--- src/rtl/ps2_rx_frame.sv ---
// ============================================================================
// ps2_rx_frame : host-side PS/2 receiver (filter, sync, 11-bit frame check)
// Optional 4-entry byte FIFO with PS2RX_FIFO_EN.      Rev 1.0
// ============================================================================
`timescale 1ns/1ps
`default_nettype none

module ps2_rx_frame #(
  parameter int FILTER_LEN     = 8,
  parameter int TIMEOUT_CYCLES = 100000
) (
  input  logic       i_clk,
  input  logic       i_rst_n,
  input  logic       i_ps2_clk,
  input  logic       i_ps2_data,
  input  logic       i_rx_en,
`ifdef PS2RX_FIFO_EN
  input  logic       i_pop,
  output logic       o_overflow,
`endif
  output logic [7:0] o_data,
  output logic       o_valid,
  output logic       o_parity_err,
  output logic       o_frame_err,
  output logic       o_busy
);

  localparam logic [7:0]  c_filt_last = 8'(FILTER_LEN - 1);
  localparam logic [16:0] c_tmo_last  = 17'(TIMEOUT_CYCLES - 1);

  typedef enum logic [1:0] {
    S_IDLE  = 2'd0,
    S_SHIFT = 2'd1,
    S_CHECK = 2'd2
  } state_t;

  logic        r_clk_s1, r_clk_s2, r_dat_s1, r_dat_s2;
  logic        r_filt_clk, r_filt_d;
  logic [7:0]  r_filt_cnt;
  state_t      r_state, w_state_nxt;
  logic [3:0]  r_bitcnt, w_bitcnt_nxt;
  logic [9:0]  r_sr, w_sr_nxt;
  logic [16:0] r_tmo, w_tmo_nxt;
  logic        w_strobe, w_bit, w_tmo_hit;
  logic        w_good, w_perr, w_ferr;

  // Synchronisers idle high; the filtered clock only follows a run of equal samples
  always_ff @(posedge i_clk or negedge i_rst_n) begin
    if (!i_rst_n) begin
      r_clk_s1   <= 1'b1;
      r_clk_s2   <= 1'b1;
      r_dat_s1   <= 1'b1;
      r_dat_s2   <= 1'b1;
      r_filt_clk <= 1'b1;
      r_filt_d   <= 1'b1;
      r_filt_cnt <= 8'd0;
    end else begin
      r_clk_s1 <= i_ps2_clk;
      r_clk_s2 <= r_clk_s1;
      r_dat_s1 <= i_ps2_data;
      r_dat_s2 <= r_dat_s1;
      r_filt_d <= r_filt_clk;
      if (r_clk_s2 == r_filt_clk) begin
        r_filt_cnt <= 8'd0;
      end else if (r_filt_cnt == c_filt_last) begin
        r_filt_cnt <= 8'd0;
        r_filt_clk <= ~r_filt_clk;
      end else begin
        r_filt_cnt <= r_filt_cnt + 8'd1;
      end
    end
  end

  assign w_strobe  = r_filt_d & ~r_filt_clk;
  assign w_bit     = r_dat_s2;
  assign w_tmo_hit = (r_tmo == c_tmo_last);

  always_ff @(posedge i_clk or negedge i_rst_n) begin
    if (!i_rst_n) begin
      r_state  <= S_IDLE;
      r_bitcnt <= 4'd0;
      r_sr     <= 10'd0;
      r_tmo    <= 17'd0;
    end else begin
      r_state  <= w_state_nxt;
      r_bitcnt <= w_bitcnt_nxt;
      r_sr     <= w_sr_nxt;
      r_tmo    <= w_tmo_nxt;
    end
  end

  // Priority in SHIFT: RxEn drop, then timeout, then strobe
  always_comb begin
    w_state_nxt  = r_state;
    w_bitcnt_nxt = r_bitcnt;
    w_sr_nxt     = r_sr;
    w_tmo_nxt    = r_tmo;
    w_good       = 1'b0;
    w_perr       = 1'b0;
    w_ferr       = 1'b0;
    case (r_state)
      S_IDLE: begin
        w_tmo_nxt = 17'd0;
        if (i_rx_en && w_strobe && !w_bit) begin
          w_state_nxt  = S_SHIFT;
          w_bitcnt_nxt = 4'd0;
        end
      end
      S_SHIFT: begin
        if (!i_rx_en) begin
          w_state_nxt = S_IDLE;
        end else if (w_tmo_hit) begin
          w_state_nxt = S_IDLE;
          w_ferr      = 1'b1;
        end else if (w_strobe) begin
          w_sr_nxt     = {w_bit, r_sr[9:1]};
          w_tmo_nxt    = 17'd0;
          w_bitcnt_nxt = r_bitcnt + 4'd1;
          if (r_bitcnt == 4'd9) begin
            w_state_nxt = S_CHECK;
          end
        end else begin
          w_tmo_nxt = r_tmo + 17'd1;
        end
      end
      S_CHECK: begin
        w_state_nxt = S_IDLE;
        if (i_rx_en) begin
          if (!r_sr[9]) begin
            w_ferr = 1'b1;
          end else if (!(^r_sr[8:0])) begin
            w_perr = 1'b1;
          end else begin
            w_good = 1'b1;
          end
        end
      end
      default: begin
        w_state_nxt = S_IDLE;
      end
    endcase
  end

  logic r_perr, r_ferr;

  always_ff @(posedge i_clk or negedge i_rst_n) begin
    if (!i_rst_n) begin
      r_perr <= 1'b0;
      r_ferr <= 1'b0;
    end else begin
      r_perr <= w_perr;
      r_ferr <= w_ferr;
    end
  end

  assign o_parity_err = r_perr;
  assign o_frame_err  = r_ferr;
  assign o_busy       = (r_state != S_IDLE);

`ifdef PS2RX_FIFO_EN
  logic [7:0] r_fifo [0:3];
  logic [1:0] r_wr, r_rd;
  logic [2:0] r_cnt;
  logic       r_ovf;
  logic       w_pop, w_push, w_full;

  assign w_pop  = i_pop && (r_cnt != 3'd0);
  assign w_full = (r_cnt == 3'd4);
  // A pop in the same cycle frees the slot, so a full FIFO still accepts
  assign w_push = w_good && (!w_full || w_pop);

  always_ff @(posedge i_clk or negedge i_rst_n) begin
    if (!i_rst_n) begin
      for (int i = 0; i < 4; i++) begin
        r_fifo[i] <= 8'h00;
      end
      r_wr  <= 2'd0;
      r_rd  <= 2'd0;
      r_cnt <= 3'd0;
      r_ovf <= 1'b0;
    end else begin
      r_ovf <= w_good && w_full && !w_pop;
      if (w_push) begin
        r_fifo[r_wr] <= r_sr[7:0];
        r_wr         <= r_wr + 2'd1;
      end
      if (w_pop) begin
        r_rd <= r_rd + 2'd1;
      end
      r_cnt <= r_cnt + {2'b00, w_push} - {2'b00, w_pop};
    end
  end

  assign o_valid    = (r_cnt != 3'd0);
  assign o_data     = o_valid ? r_fifo[r_rd] : 8'h00;
  assign o_overflow = r_ovf;
`else
  logic [7:0] r_data;
  logic       r_valid;

  always_ff @(posedge i_clk or negedge i_rst_n) begin
    if (!i_rst_n) begin
      r_data  <= 8'h00;
      r_valid <= 1'b0;
    end else begin
      r_valid <= w_good;
      if (w_good) begin
        r_data <= r_sr[7:0];
      end
    end
  end

  assign o_valid = r_valid;
  assign o_data  = r_data;
`endif

endmodule

`default_nettype wire

--- config.mk ---
export PLATFORM = sky130hd
export DESIGN_NAME = ps2_rx_frame
export DESIGN_NICKNAME = d
export VERILOG_FILES = /design/src/rtl/ps2_rx_frame.sv
export SDC_FILE = /design/constraint.sdc
export NUM_CORES = 1
export LEC_CHECK = 0
export ABC_CLOCK_PERIOD_IN_PS = 2700
export CAP_MARGIN = 0
export CORE_UTILIZATION = 35
export CTS_CLUSTER_DIAMETER = 120
export CTS_CLUSTER_SIZE = 28
export DETAILED_ROUTE_END_ITERATION = 8
export GPL_TIMING_DRIVEN = 0
export PLACE_DENSITY_LB_ADDON = 0.05
export SLEW_MARGIN = 20
export SYNTH_ARGS = -nofsm -noshare
export SYNTH_HDL_FRONTEND = slang
export SYNTH_SLANG_ARGS = --single-unit
--- constraint.sdc ---
create_clock -name i_clk -period 2.7 [get_ports i_clk]
set_clock_uncertainty 0.15 [all_clocks]
set_input_delay 0.54 -clock i_clk [delete_from_list [all_inputs] [get_ports i_clk]]
set_output_delay 0.54 -clock i_clk [all_outputs]
set_load 0.01 [all_outputs]
== Word-level counts from Yosys, hierarchy flattened ==
Index checks and enable logic that the tools add are counted.
Word-level totals
  register bits: 58
  input bits: 5
  output and inout port bits: 12
  word-level logic and storage cells: 76
Operators by class
  add/sub/neg operators: 3
  eq/ne operators: 12
  multiplexer cells: 30
  bitwise operators: 4
  reductions and logical operators: 12
Operator list (count)
  $mux W17: 3
  $pmux W17 S2: 1
  $add A17 B1 Y17 const B: 1
  $eq A17 B17 Y1 const B: 1
  $mux W4: 4
  $mux W8: 2
  $mux W1: 12
  $mux W2: 5
  $reduce_xor A9 Y1: 1
  $add A8 B1 Y8 const B: 1
  $eq A8 B3 Y1 const B: 1
  $ne A2 B2 Y1 const B: 4
  $ne A4 B4 Y1 const B: 2
  $pmux W4 S2: 1
  $reduce_and A3 Y1: 2
  $reduce_and A5 Y1: 1
  $add A4 B1 Y4 const B: 1
  $eq A4 B4 Y1 const B: 1
  $pmux W2 S2: 1
  $reduce_and A4 Y1: 1
  $reduce_bool A2 Y1: 2
  $not A1 Y1: 3
  $eq A2 B1 Y1 const B: 1
  $eq A2 B2 Y1 const B: 1
  7 further kinds: 8

== Logic depth before layout (Yosys ltp) ==
  word-level depth: 6
  gate-level depth with buffers: 8
  gate-level depth less buffers: 6

== Worst setup path before layout ==
No wires, ideal clock.
  path kind: register to register
  start point: register r_tmo[12]
  end point: register r_sr[3]
  setup time: 125 ps
  data arrival time: 1847 ps
  data required time: 2425 ps
  setup slack: 578 ps
  stages on the path, launching flop included: 6
  buffers on the path: 1
  clock period less this slack: 2122 ps
  cell sequence: dfrtp_1 -> or4_4 -> nor4_4 -> a211o_2 -> buf_6 -> mux2_2
On the way
  word-level cells in the longest chain between the ends: 3
RTL lines
  start: declaration: RTL line 43  | logic [16:0] r_tmo, w_tmo_nxt;
  start signal: assignment: RTL line 88  | r_tmo <= w_tmo_nxt;
  $eq A17 B17 Y1: RTL line 76  | assign w_tmo_hit = (r_tmo == c_tmo_last);
  $not A1 Y1 (no line)
  $reduce_and A4 Y1 (no line)
  end signal: assignment: RTL line 87  | r_sr <= w_sr_nxt;
  end: declaration: RTL line 42  | logic [9:0] r_sr, w_sr_nxt;
Every way passes these cells.
A chain may end at the register's enable or synchronous reset.

== Final worst setup path ==
  start point: register r_state[1]
  end point: register r_tmo[2]
On the way
  word-level cells in the longest chain between the ends: 3
  elaborated cells on any way between the ends: 7
  classes of those cells: eq/ne: 3; mux: 1; reduce/logical: 3
RTL lines
  start: declaration: RTL line 40  | state_t r_state, w_state_nxt;
  start signal: assignment: RTL line 85  | r_state <= w_state_nxt;
  $eq A2 B1 Y1 / $logic_not A2 Y1 (equally long branches): RTL line 101  | case (r_state)
  $ne A2 B2 Y1 (no line) / $reduce_bool A2 Y1 (equally long branches)
  $reduce_and A3 Y1 (no line)
Several ways; a longest one is shown, not always the timed one.

==> flow_metrics.tcl <==
set metrics [dict create \
    p_leak_nw 1.54 \
    tritoncts "yes" \
    ioPinCount 17 \
    cts_root_buf "clkbuf_8" \
    clock_latency_ps 330 \
    dpl-instance-area_um2 3200 \
    drive_gt1_share_pct 16.2 \
    rows 32 \
    setup_violations 0 \
    wl_per_cell_um 15.0 \
    synth_ff_type "dfrtp_1" \
    routed_wl_um 5910 \
    p_int_mw 1.76 \
    dr.pass1.iters 5 \
    yosysSeqAreaShare_pct 50.5 \
    max_slew_margin_pct 55.7 \
    post-route-drc-count 0 \
    finalNetCount 298 \
    required_ps 2820 \
    fillers 798 \
    synth-simple-area-share_pct 16.0 \
    start_kind "flip-flop" \
    cts_max_path_buffers 2 \
    p_comb_share_pct 30.3 \
    antenna-diode-count 0 \
    syn-num-nets 269 \
    netlist-cell-type-count 54 \
    overflow 0 \
    async_flop_share_pct 100 \
    cp.arrival_ps 2510 \
    whs_ps 205 \
    period_share_pct 88.6 \
    grt_pass1_wl_um 10100 \
    cp-end-kind "flip-flop" \
    status "finished clean" \
    path_clk_slew_ps 60 \
    area_delta_synth_final_pct 18.2 \
    synth_edf_count 0 \
    cp_max_fo 10 \
    ys_ff_latch 58 \
    die_x_um 92.9 \
    finalHoldViolations 0 \
    multi_input_area_um2 1330 \
    finalMaxSlewViolations 0 \
    finalSetupTns_ps 0 \
    cellPowerDensity_nw_per_um2 781 \
    muxShareOfSynthArea_pct 8.45 \
    power.switching_mw 0.903 \
    fmax_ghz 0.418 \
    synthXorXnorAreaFrac_pct 4.72 \
    cts_buffers 9 \
    initial_utilization_pct 36.8 \
    period_minus_slack_ps 2390 \
    htreeDepth 3 \
    track_usage_pct 15.4 \
    p_seq_share_pct 39.6 \
    core-area_um2 7850 \
    fp.dieH_um 92.9 \
    rsz0062_at_grt "no" \
    drv_cap 0 \
    dp.cells 376 \
    antenna_left 0 \
    synth_compound_area_share_pct 13.8 \
    netlist_instances 257 \
    portBuffers 16 \
    grt_pass1_vias 2006 \
    seq_area_um2 1460 \
    cts_setup_buffers 0 \
    min_path_type "reg -> reg" \
    place_hpwl_um 4130 \
    clkPwrFrac_pct 30.1 \
    switching_share_pct 33.9 \
    gp_congestion 0.767 \
    fin_util_pct 43.5 \
    syn_area_per_cell_um2 11.2 \
    die_area_um2 8620 \
    vias_per_cell 5.20 \
    peakVddDrop_mv 0.355 \
    synth_top_family_by_area "simple AND/OR/NAND/NOR gates" \
    syn_area_um2 2890 \
    design_area_um2 3410 \
    drt-initial-drc-count 80 \
    crit_type "reg -> reg" \
    worst_pin_slew_ps 658 \
    layoutNonFillerInstCount 393 \
    vias 2045 \
    synth_warnings 0 \
    cts_num_sinks 58 \
    grt_max_degree 45 \
    antenna_found_initial 0 \
    synth_fa_ha_area_share_pct 3.03 \
]
==> cell usage after synthesis (all sizes together) (4+ instances only) <==
library cell  instances  area (µm²)
ha                    7        87.6
nor2                 15        56.3
a21oi                 8        40.0
nand2                 9        33.8
nand4                 4        25.0
and3                  7        43.8
o2bb2ai              11        96.3
buf                   5        38.8
nand2b                7        43.8
clkbuf                6        22.5
nand3                17        90.1
mux2                 19         214
inv                  11        41.3
o21ai                 7        38.8
dfstp                 6         158
xnor2                 8        70.1
nor4                  5        46.3
a22o                  8        70.1
dfrtp                52        1300
xor2                  5        43.8
nor3                  5        25.0
==> layout make-up <==
| class | count | share of cell area (%) |
|---|---|---|
| Inverter | 11 | 1.21 |
| Sequential cell | 58 | 42.7 |
| Timing Repair Buffer | 18 | 5.72 |
| Tap cell | 102 | 3.74 |
| Buffer | 11 | 1.80 |
| Clock inverter | 3 | 1.17 |
| Multi-Input combinational cell | 177 | 39.0 |
| Clock buffer | 13 | 4.65 |
==> critical path, stage by stage (launching register included) <==
cell and delay [ps]:
dfrtp_1 410, inv_1 90, ha_1 130, clkbuf_1 360, nand2_1 200, a21o_4 250
a21oi_1 510, a22o_1 220
==> registers in the layout, indices dropped and copies added (netlist names), 2 cells and up <==
signal      count
r_bitcnt        4
r_sr           10
r_state         2
o_data          8
r_filt_cnt      8
r_tmo          17
==> power by group through the flow <==
stage	clock [mW]	sequential [mW]	combinational, mW
after CTS	0.836	1.05	0.816
after floorplan	0	1.05	0.590
final	0.803	1.06	0.808
after global placement	0	1.07	0.809
after detailed placement	0	1.07	0.810
after global routing	0.871	1.07	0.903
==> worst paths after layout <==
| path | start | end | slack, ps | cells past startpoint |
|---|---|---|---|---|
| worst max-delay path | r_state[1]$_DFFE_PN0P_ | r_tmo[2]$_DFFE_PN0P_ | 310 | 7 |
| min in group asynchronous | i_rst_n | r_tmo[6]$_DFFE_PN0P_ | 460 | 2 |
| worst max register to register | r_state[1]$_DFFE_PN0P_ | r_tmo[2]$_DFFE_PN0P_ | 310 | 7 |
| max in group asynchronous | i_rst_n | r_filt_d$_DFF_PN1_ | 1390 | 3 |
| worst min register to register | r_dat_s1$_DFF_PN1_ | r_dat_s2$_DFF_PN1_ | 210 | 0 |
| worst min-delay path | r_dat_s1$_DFF_PN1_ | r_dat_s2$_DFF_PN1_ | 210 | 0 |
==> layout by cell type, fill, tap and decap left out, types with 3 or more instances in the layout <==
| master | netlist | layout |
|---|---|---|
| a21oi_1 | 8 | 7 |
| a22o_1 | 8 | 8 |
| and3_1 | 7 | 7 |
| clkbuf_1 | 6 | 8 |
| clkbuf_8 | 0 | 11 |
| clkdlybuf4s50_1 | 0 | 15 |
| dfrtp_1 | 52 | 52 |
| dfstp_2 | 6 | 6 |
| ha_1 | 7 | 7 |
| inv_1 | 11 | 11 |
| mux2_1 | 6 | 6 |
| mux2_2 | 13 | 13 |
| mux2i_1 | 3 | 3 |
| nand2_1 | 9 | 9 |
| nand2b_1 | 7 | 7 |
| nand3_1 | 16 | 16 |
| nand4_1 | 4 | 4 |
| nor2_1 | 15 | 15 |
| nor2b_1 | 3 | 3 |
| nor3_1 | 5 | 5 |
| nor4_1 | 4 | 4 |
| o21ai_0 | 4 | 4 |
| o2bb2ai_1 | 11 | 11 |
| xnor2_1 | 8 | 8 |
| xor2_1 | 5 | 5 |
==> metal layers <==
layer / vias up / GRT usage (%) / share of wire (%)
li1: 997 / - / -
met3: 6 / 3.94 / 3.0
met2: 32 / 24.1 / 46
met5: - / 0 / 0
met4: 0 / 5.77 / 1.3
met1: 1010 / 20.2 / 50
==> cell families (layout without fill, tap and decap cells) <==
family	count (synthesis)	after routing
adders and majority gates	7	7
DFF	58	58
and+or+nand+nor	82	82
buffers and inverters	22	56
xor gates and xnor gates	14	14
muxes	22	22
AOI/OAI and AO/OA	52	52
==> stage by stage <==
stage                     power, mW  setup slack, ps
final                          2.67              307
after global routing           2.84              104
after CTS                      2.71              129
after detailed placement       1.88             55.6
after global placement         1.88            -1090
after floorplan                1.64              578
==> what timing repair did <==
action,CTS,global route
gates resized for setup,0,1
endpoints found under the setup margin,0,6
hold buffers,1,0
endpoints found under the hold margin,14,0
Note: power is estimated with default switching activity, not from simulation.
